===== config.mk =====
export PLATFORM = sky130hd
export DESIGN_NAME = leve1_wb_sched
export DESIGN_NICKNAME = d
export VERILOG_FILES = /design/src/rtl/leve1_pkg.sv /design/src/rtl/leve1_wb_fifo.sv /design/src/rtl/leve1_wb_sched.sv
export SDC_FILE = /design/constraint.sdc
export NUM_CORES = 1
export LEC_CHECK = 0
export ABC_AREA = 0
export BUFFER_PORTS_ARGS = -buffer_cell sky130_fd_sc_hd__buf_4
export CORE_MARGIN = 1
export CORE_UTILIZATION = 40
export CTS_CLUSTER_SIZE = 25
export DETAILED_ROUTE_END_ITERATION = 16
export GPL_TIMING_DRIVEN = 0
export PLACE_DENSITY_LB_ADDON = 0.15
export SLEW_MARGIN = 10
export SYNTH_ARGS = -nofsm -noshare
export SYNTH_HDL_FRONTEND = slang
export SYNTH_HIERARCHICAL = 1
export SYNTH_SLANG_ARGS = --single-unit

===== constraint.sdc =====
create_clock -name CLK -period 9.3 [get_ports CLK]
set_input_delay 0.93 -clock CLK [delete_from_list [all_inputs] [get_ports CLK]]
set_output_delay 0.93 -clock CLK [all_outputs]
set_load 0.005 [all_outputs]

===== src/rtl/leve1_pkg.sv =====
// Shared types and constants for the decode-stage write-back path.
package leve1_pkg;

    localparam int DEF_XLEN    = 32;
    localparam int DEF_NUM_REG = 32;
    localparam int REG_W       = 5;

    typedef logic [REG_W-1:0] reg_idx_t;

    // x0 is hard-wired zero: never tracked as pending, never written.
    localparam reg_idx_t REG_ZERO = '0;

    // One register-file write request, as seen by decode's forwarding logic.
    typedef struct packed {
        logic                we;
        reg_idx_t            wa;
        logic [DEF_XLEN-1:0] wd;
    } wb_req_t;

endpackage


===== src/rtl/leve1_wb_fifo.sv =====
// Small synchronous FIFO for buffered long-latency completions.
// Head is read combinationally so the arbiter can pop and register it in one edge.
module leve1_wb_fifo #(
    parameter int WIDTH = 37,
    parameter int DEPTH = 2
) (
    input  logic             CLK,
    input  logic             RST,
    input  logic             push,
    input  logic [WIDTH-1:0] push_data,
    input  logic             pop,
    output logic [WIDTH-1:0] head_data,
    output logic             full,
    output logic             empty
);

    localparam int AW = $clog2(DEPTH);

    logic [WIDTH-1:0] mem_reg [DEPTH];
    logic [AW:0]      wr_ptr_reg;
    logic [AW:0]      rd_ptr_reg;
    logic             push_ok;
    logic             pop_ok;

    // Extra pointer bit distinguishes full from empty.
    assign empty     = (wr_ptr_reg == rd_ptr_reg);
    assign full      = (wr_ptr_reg[AW] != rd_ptr_reg[AW]) &&
                       (wr_ptr_reg[AW-1:0] == rd_ptr_reg[AW-1:0]);
    assign push_ok   = push && (!full || pop);
    assign pop_ok    = pop && !empty;
    assign head_data = mem_reg[rd_ptr_reg[AW-1:0]];

    // Storage write; contents need no reset since pointers gate visibility.
    always_ff @(posedge CLK) begin
        if (push_ok) begin
            mem_reg[wr_ptr_reg[AW-1:0]] <= push_data;
        end
    end

    // Pointer update; reset empties the buffer and drops anything stored.
    always_ff @(posedge CLK) begin
        if (RST) begin
            wr_ptr_reg <= '0;
            rd_ptr_reg <= '0;
        end else begin
            if (push_ok) wr_ptr_reg <= wr_ptr_reg + 1'b1;
            if (pop_ok)  rd_ptr_reg <= rd_ptr_reg + 1'b1;
        end
    end

endmodule


===== src/rtl/leve1_wb_sched.sv =====
// Write-back scheduler: arbitrates the single register-file write port between
// the ALU path and buffered long-latency completions, and stalls decode on
// hazards against outstanding long-latency destinations.
module leve1_wb_sched
    import leve1_pkg::*;
#(
    parameter int XLEN     = DEF_XLEN,
    parameter int NUM_REG  = DEF_NUM_REG,
    parameter int LL_DEPTH = 2,
    parameter int MAX_LL   = 4
) (
    input  logic            CLK,
    input  logic            RST,
    input  logic            ID_VALID,
    input  reg_idx_t        ID_RS1,
    input  reg_idx_t        ID_RS2,
    input  reg_idx_t        ID_RD,
    input  logic            ID_WE,
    input  logic            ID_LL,
    input  logic            ID_FLUSH,
    output logic            ID_STALL,
    input  logic            ALU_WVALID,
    input  reg_idx_t        ALU_WA,
    input  logic [XLEN-1:0] ALU_WD,
    input  logic            LL_VALID,
    output logic            LL_READY,
    input  reg_idx_t        LL_WA,
    input  logic [XLEN-1:0] LL_WD,
    output logic            WB_WE,
    output reg_idx_t        WB_WA,
    output logic [XLEN-1:0] WB_WD,
    output logic            BUSY
);

    localparam int COUNT_W = $clog2(MAX_LL + 1);
    localparam int ENT_W   = REG_W + XLEN;

    logic [NUM_REG-1:0] pend_reg, pend_next;
    logic [COUNT_W-1:0] count_reg, count_next;
    logic               wb_we_reg, wb_we_next;
    reg_idx_t           wb_wa_reg, wb_wa_next;
    logic [XLEN-1:0]    wb_wd_reg, wb_wd_next;

    logic               fifo_full, fifo_empty;
    logic [ENT_W-1:0]   fifo_head;
    reg_idx_t           head_wa;
    logic [XLEN-1:0]    head_wd;
    logic               push, pop;
    logic               raw_hz, waw_hz, cap_hz;
    logic               issue_ll, set_en;

    assign {head_wa, head_wd} = fifo_head;

    // Hazard detection against registered pending bits (set is visible next cycle).
    always_comb begin
        raw_hz = (ID_RS1 != REG_ZERO && pend_reg[ID_RS1]) ||
                 (ID_RS2 != REG_ZERO && pend_reg[ID_RS2]);
        waw_hz = ID_WE && ID_RD != REG_ZERO && pend_reg[ID_RD];
        cap_hz = ID_LL && (count_reg == COUNT_W'(MAX_LL) || fifo_full);
    end

    assign ID_STALL = RST || (ID_VALID && (raw_hz || waw_hz || cap_hz));
    assign issue_ll = ID_VALID && !ID_STALL && !ID_FLUSH && ID_LL;
    assign set_en   = issue_ll && ID_WE && ID_RD != REG_ZERO;
    assign LL_READY = !fifo_full && !RST;
    assign push     = LL_VALID && LL_READY;
    assign BUSY     = (count_reg != '0);

    leve1_wb_fifo #(
        .WIDTH (ENT_W),
        .DEPTH (LL_DEPTH)
    ) u_fifo (
        .CLK       (CLK),
        .RST       (RST),
        .push      (push),
        .push_data ({LL_WA, LL_WD}),
        .pop       (pop),
        .head_data (fifo_head),
        .full      (fifo_full),
        .empty     (fifo_empty)
    );

    // Write-port arbitration: ALU always wins, otherwise drain the FIFO head.
    always_comb begin
        pop        = 1'b0;
        wb_we_next = 1'b0;
        wb_wa_next = wb_wa_reg;
        wb_wd_next = wb_wd_reg;
        if (ALU_WVALID) begin
            wb_we_next = (ALU_WA != REG_ZERO);
            wb_wa_next = ALU_WA;
            wb_wd_next = ALU_WD;
        end else if (!fifo_empty) begin
            pop        = 1'b1;
            wb_we_next = (head_wa != REG_ZERO);
            wb_wa_next = head_wa;
            wb_wd_next = head_wd;
        end
    end

    // Per-register scoreboard: clear on pop, then set on issue (set wins).
    for (genvar gi = 0; gi < NUM_REG; gi++) begin : g_pend
        assign pend_next[gi] = (set_en && ID_RD == reg_idx_t'(gi)) ||
                               (pend_reg[gi] && !(pop && head_wa == reg_idx_t'(gi)));
    end

    // Outstanding count: simultaneous issue and pop cancel out.
    always_comb begin
        count_next = count_reg;
        if (issue_ll && !pop)      count_next = count_reg + COUNT_W'(1);
        else if (!issue_ll && pop) count_next = count_reg - COUNT_W'(1);
    end

    // State registers.
    always_ff @(posedge CLK) begin
        if (RST) begin
            pend_reg  <= '0;
            count_reg <= '0;
            wb_we_reg <= 1'b0;
            wb_wa_reg <= REG_ZERO;
            wb_wd_reg <= '0;
        end else begin
            pend_reg  <= pend_next;
            count_reg <= count_next;
            wb_we_reg <= wb_we_next;
            wb_wa_reg <= wb_wa_next;
            wb_wd_reg <= wb_wd_next;
        end
    end

    assign WB_WE = wb_we_reg;
    assign WB_WA = wb_wa_reg;
    assign WB_WD = wb_wd_reg;

    // An ALU write to a register still owed by a long-latency op is illegal.
    alu_to_pending_reg: assert property (@(posedge CLK) disable iff (RST)
        !(ALU_WVALID && ALU_WA != REG_ZERO && pend_reg[ALU_WA]));

endmodule


==> impl_metrics.toml <==
[status]
status = "finished clean"

[placement]
gp_congestion = 0.919
place_ws_ns = 4.99
port_buffers = 132
placed_cells = 988
hpwl_um = 14300

[sta]
min_period_ns = 4.31
slew_headroom_pct = 42.8
finalHoldViolCount = 0
rsz0062_at_grt = "false"
post-route-period-util_pct = 46.4
setup_ws_ns = 4.99
fmax_mhz = 232
finalClockSkew_ns = 0.00667
setup_violations = 0
final.setup.tns_ns = 0
tightest_slew_ns = 0.857
drv_slew = 0

[setup_path]
arrival_ns = 3.38
crit_path_end_kind = "output pin"
startpoint_type = "input port"
critical_path_class = "in -> out"
crit_fanout = 10
cp.required_ns = 8.37

[clock_network]
cts_buffers = 17
cts_hold_buf = 0
clock_path_buffers = 2
insertion_delay_ns = 0.42
cts_htree_levels = 4
ctsResizeCount = 0
cts_root_buffer = "clkbuf_16"
clk_pin_slew_ns = 0.06
clock_sinks = 152
cts_setup_buffers = 0
cts_tree = "built"

[drt]
via_per_inst = 5.56
wl_um = 19400
met3_length_um = 1620
antenna_left = 0
drt_pass1_iterations = 5
routed-via-count = 5668
met2WireLength_um = 9300
drt_iter0_drc = 418
drc = 0
wl_met1_um = 8130
wl_per_cell_um = 19.0
topRoutingLayerUsed = "met4"

[pwr]
power_density_nw_per_um2 = 180
ir_drop_v = 0.000116
leakage_uw = 0.00354
p_total_uw = 1630

[yosys]
async_reset_ff_share_pct = 0
ys.flop_type = "dfxtp_1"
yosys.cell_types.count = 51
netlist_area_um2 = 7140
synth_seq_cells = 152
yosys_warnings = 6
ys_seq_area_share_pct = 53.0
synth_top_area_share_pct = 31.1
yosys.area.top_type = "edfxtp_1"
synthTopCellsByArea = "edfxtp_1 (31%), dfxtp_1 (22%), mux2i_1 (7.1%)"
synthesis.nets = 728
synth_edf_count = 74
syn_area_per_cell_um2 = 11.4
syn_inst = 629

[floorplan]
start_util_pct = 41.2
die_y_um = 136
core-area_um2 = 17400
placement_rows = 48
die-area_um2 = 18400
ios = 138
die_x_um = 136

[global_routing]
grt_antenna_before_repair = 0
grt_pass1_vias = 5627
grt_max_degree = 26
grt_first_pass_wirelength_um = 29900
overflow = 0
grt_usage_pct = 21.8

[layout]
largest_register_ffs = 74
syn2layout_area_growth_pct = 26.8
final_cells = 1020
finalNetCount = 881
final_util_pct = 52.2
drive_above_1_share_pct = 29.7
fillers = 1535
antenna_cells = 0

[min_path]
worstHoldPathType = "reg -> reg"

[flow_run]
max_cap_viol_count = 0
cells in the mapped netlist (all sizes together) (10+ instances only):
cell,instances
a21oi,44
buf,19
clkbuf,29
dfxtp,78
edfxtp,74
mux2,41
mux2i,51
mux4,17
nand2,15
nand3,20
nor2,91
nor2b,10
o211ai,24
o31ai,21
through the flow:
step           area (µm²)  hold slack [ns]
6_report             9050            0.510
5_1_grt              9050            0.539
4_1_cts              9050            0.514
3_5_place_dp         8470            0.504
3_3_place_gp         8420            0.498
2_1_floorplan        7140            0.465
worst max-delay path, cell delays in order:
cell	delay (ns)
buf_4	0.10
buf_2	0.28
mux4_2	0.54
a221oi_1	0.26
o21ai_0	0.17
nand3_1	0.15
nand4_2	0.19
clkbuf_1	0.35
a21o_1	0.27
buf_4	0.13
cell type report:
type / count / area, µm² / share of cell area (%)
buffer: 48 / 203 / 2.24
clock buffer: 19 / 433 / 4.78
clock inverter: 13 / 154 / 1.70
inverter: 7 / 26.3 / 0.290
multi-input combinational: 422 / 3140 / 34.7
sequential: 152 / 3780 / 41.8
tap: 225 / 282 / 3.11
timing repair buffer: 134 / 1030 / 11.4
placed cells by master, fill, tap and decap left out, types with 4 or more instances in the layout:
| master | netlist | layout |
|---|---|---|
| clkbuf_1 | 29 | 31 |
| dfxtp_1 | 78 | 78 |
| o211ai_1 | 24 | 24 |
| o31ai_1 | 21 | 21 |
| mux2_2 | 41 | 41 |
| nand2b_1 | 8 | 8 |
| buf_4 | 1 | 133 |
| buf_2 | 9 | 9 |
| mux2i_1 | 51 | 51 |
| clkinvlp_4 | 0 | 5 |
| nand2_1 | 14 | 14 |
| nor2b_1 | 10 | 10 |
| o41ai_1 | 8 | 8 |
| a21oi_1 | 44 | 43 |
| o21ai_0 | 5 | 5 |
| nand3_1 | 20 | 20 |
| buf_1 | 8 | 8 |
| o311ai_0 | 6 | 6 |
| mux4_2 | 17 | 17 |
| or3_1 | 9 | 9 |
| inv_1 | 7 | 7 |
| xor2_1 | 4 | 4 |
| clkbuf_16 | 0 | 17 |
| edfxtp_1 | 74 | 74 |
| a31oi_1 | 5 | 5 |
| nor2_1 | 91 | 91 |
| nand4_1 | 5 | 5 |
metal layers:
| layer | track usage [%] | vias to the layer above |
|---|---|---|
| met4 | 8.36 | 0 |
| met1 | 26.6 | 2750 |
| met3 | 7.15 | 26 |
| met2 | 35.4 | 220 |
| met5 | 0 | - |
| li1 | - | 2672 |
path summary, 6_finish.rpt:
check / to / cells past startpoint / slack, ns / startpoint
max: ID_STALL / 10 / 4.99 / ID_RD[0]
min: count_reg[2]$_SDFFE_PP0P_ / 2 / 0.51 / count_reg[2]$_SDFFE_PP0P_
max reg2reg: count_reg[2]$_SDFFE_PP0P_ / 13 / 5.85 / pend_reg[26]$_SDFF_PP0_
min reg2reg: count_reg[2]$_SDFFE_PP0P_ / 2 / 0.51 / count_reg[2]$_SDFFE_PP0P_
report_power, final:
part	internal (µW)	total (µW)	switching, µW
registers	729	740	11.3
logic	94.4	203	109
clock network	419	687	268
cells by family after synthesis:
family          after synthesis  share of synthesized area (%)
xor+xnor                      5                          0.613
buf+inv                      55                           3.21
simple gates                178                           11.8
mux                         109                           19.0
flops                       152                           53.0
fa+ha+maj                     2                          0.455
compound gates              128                           11.9
Note: power is estimated with default switching activity, not from simulation.
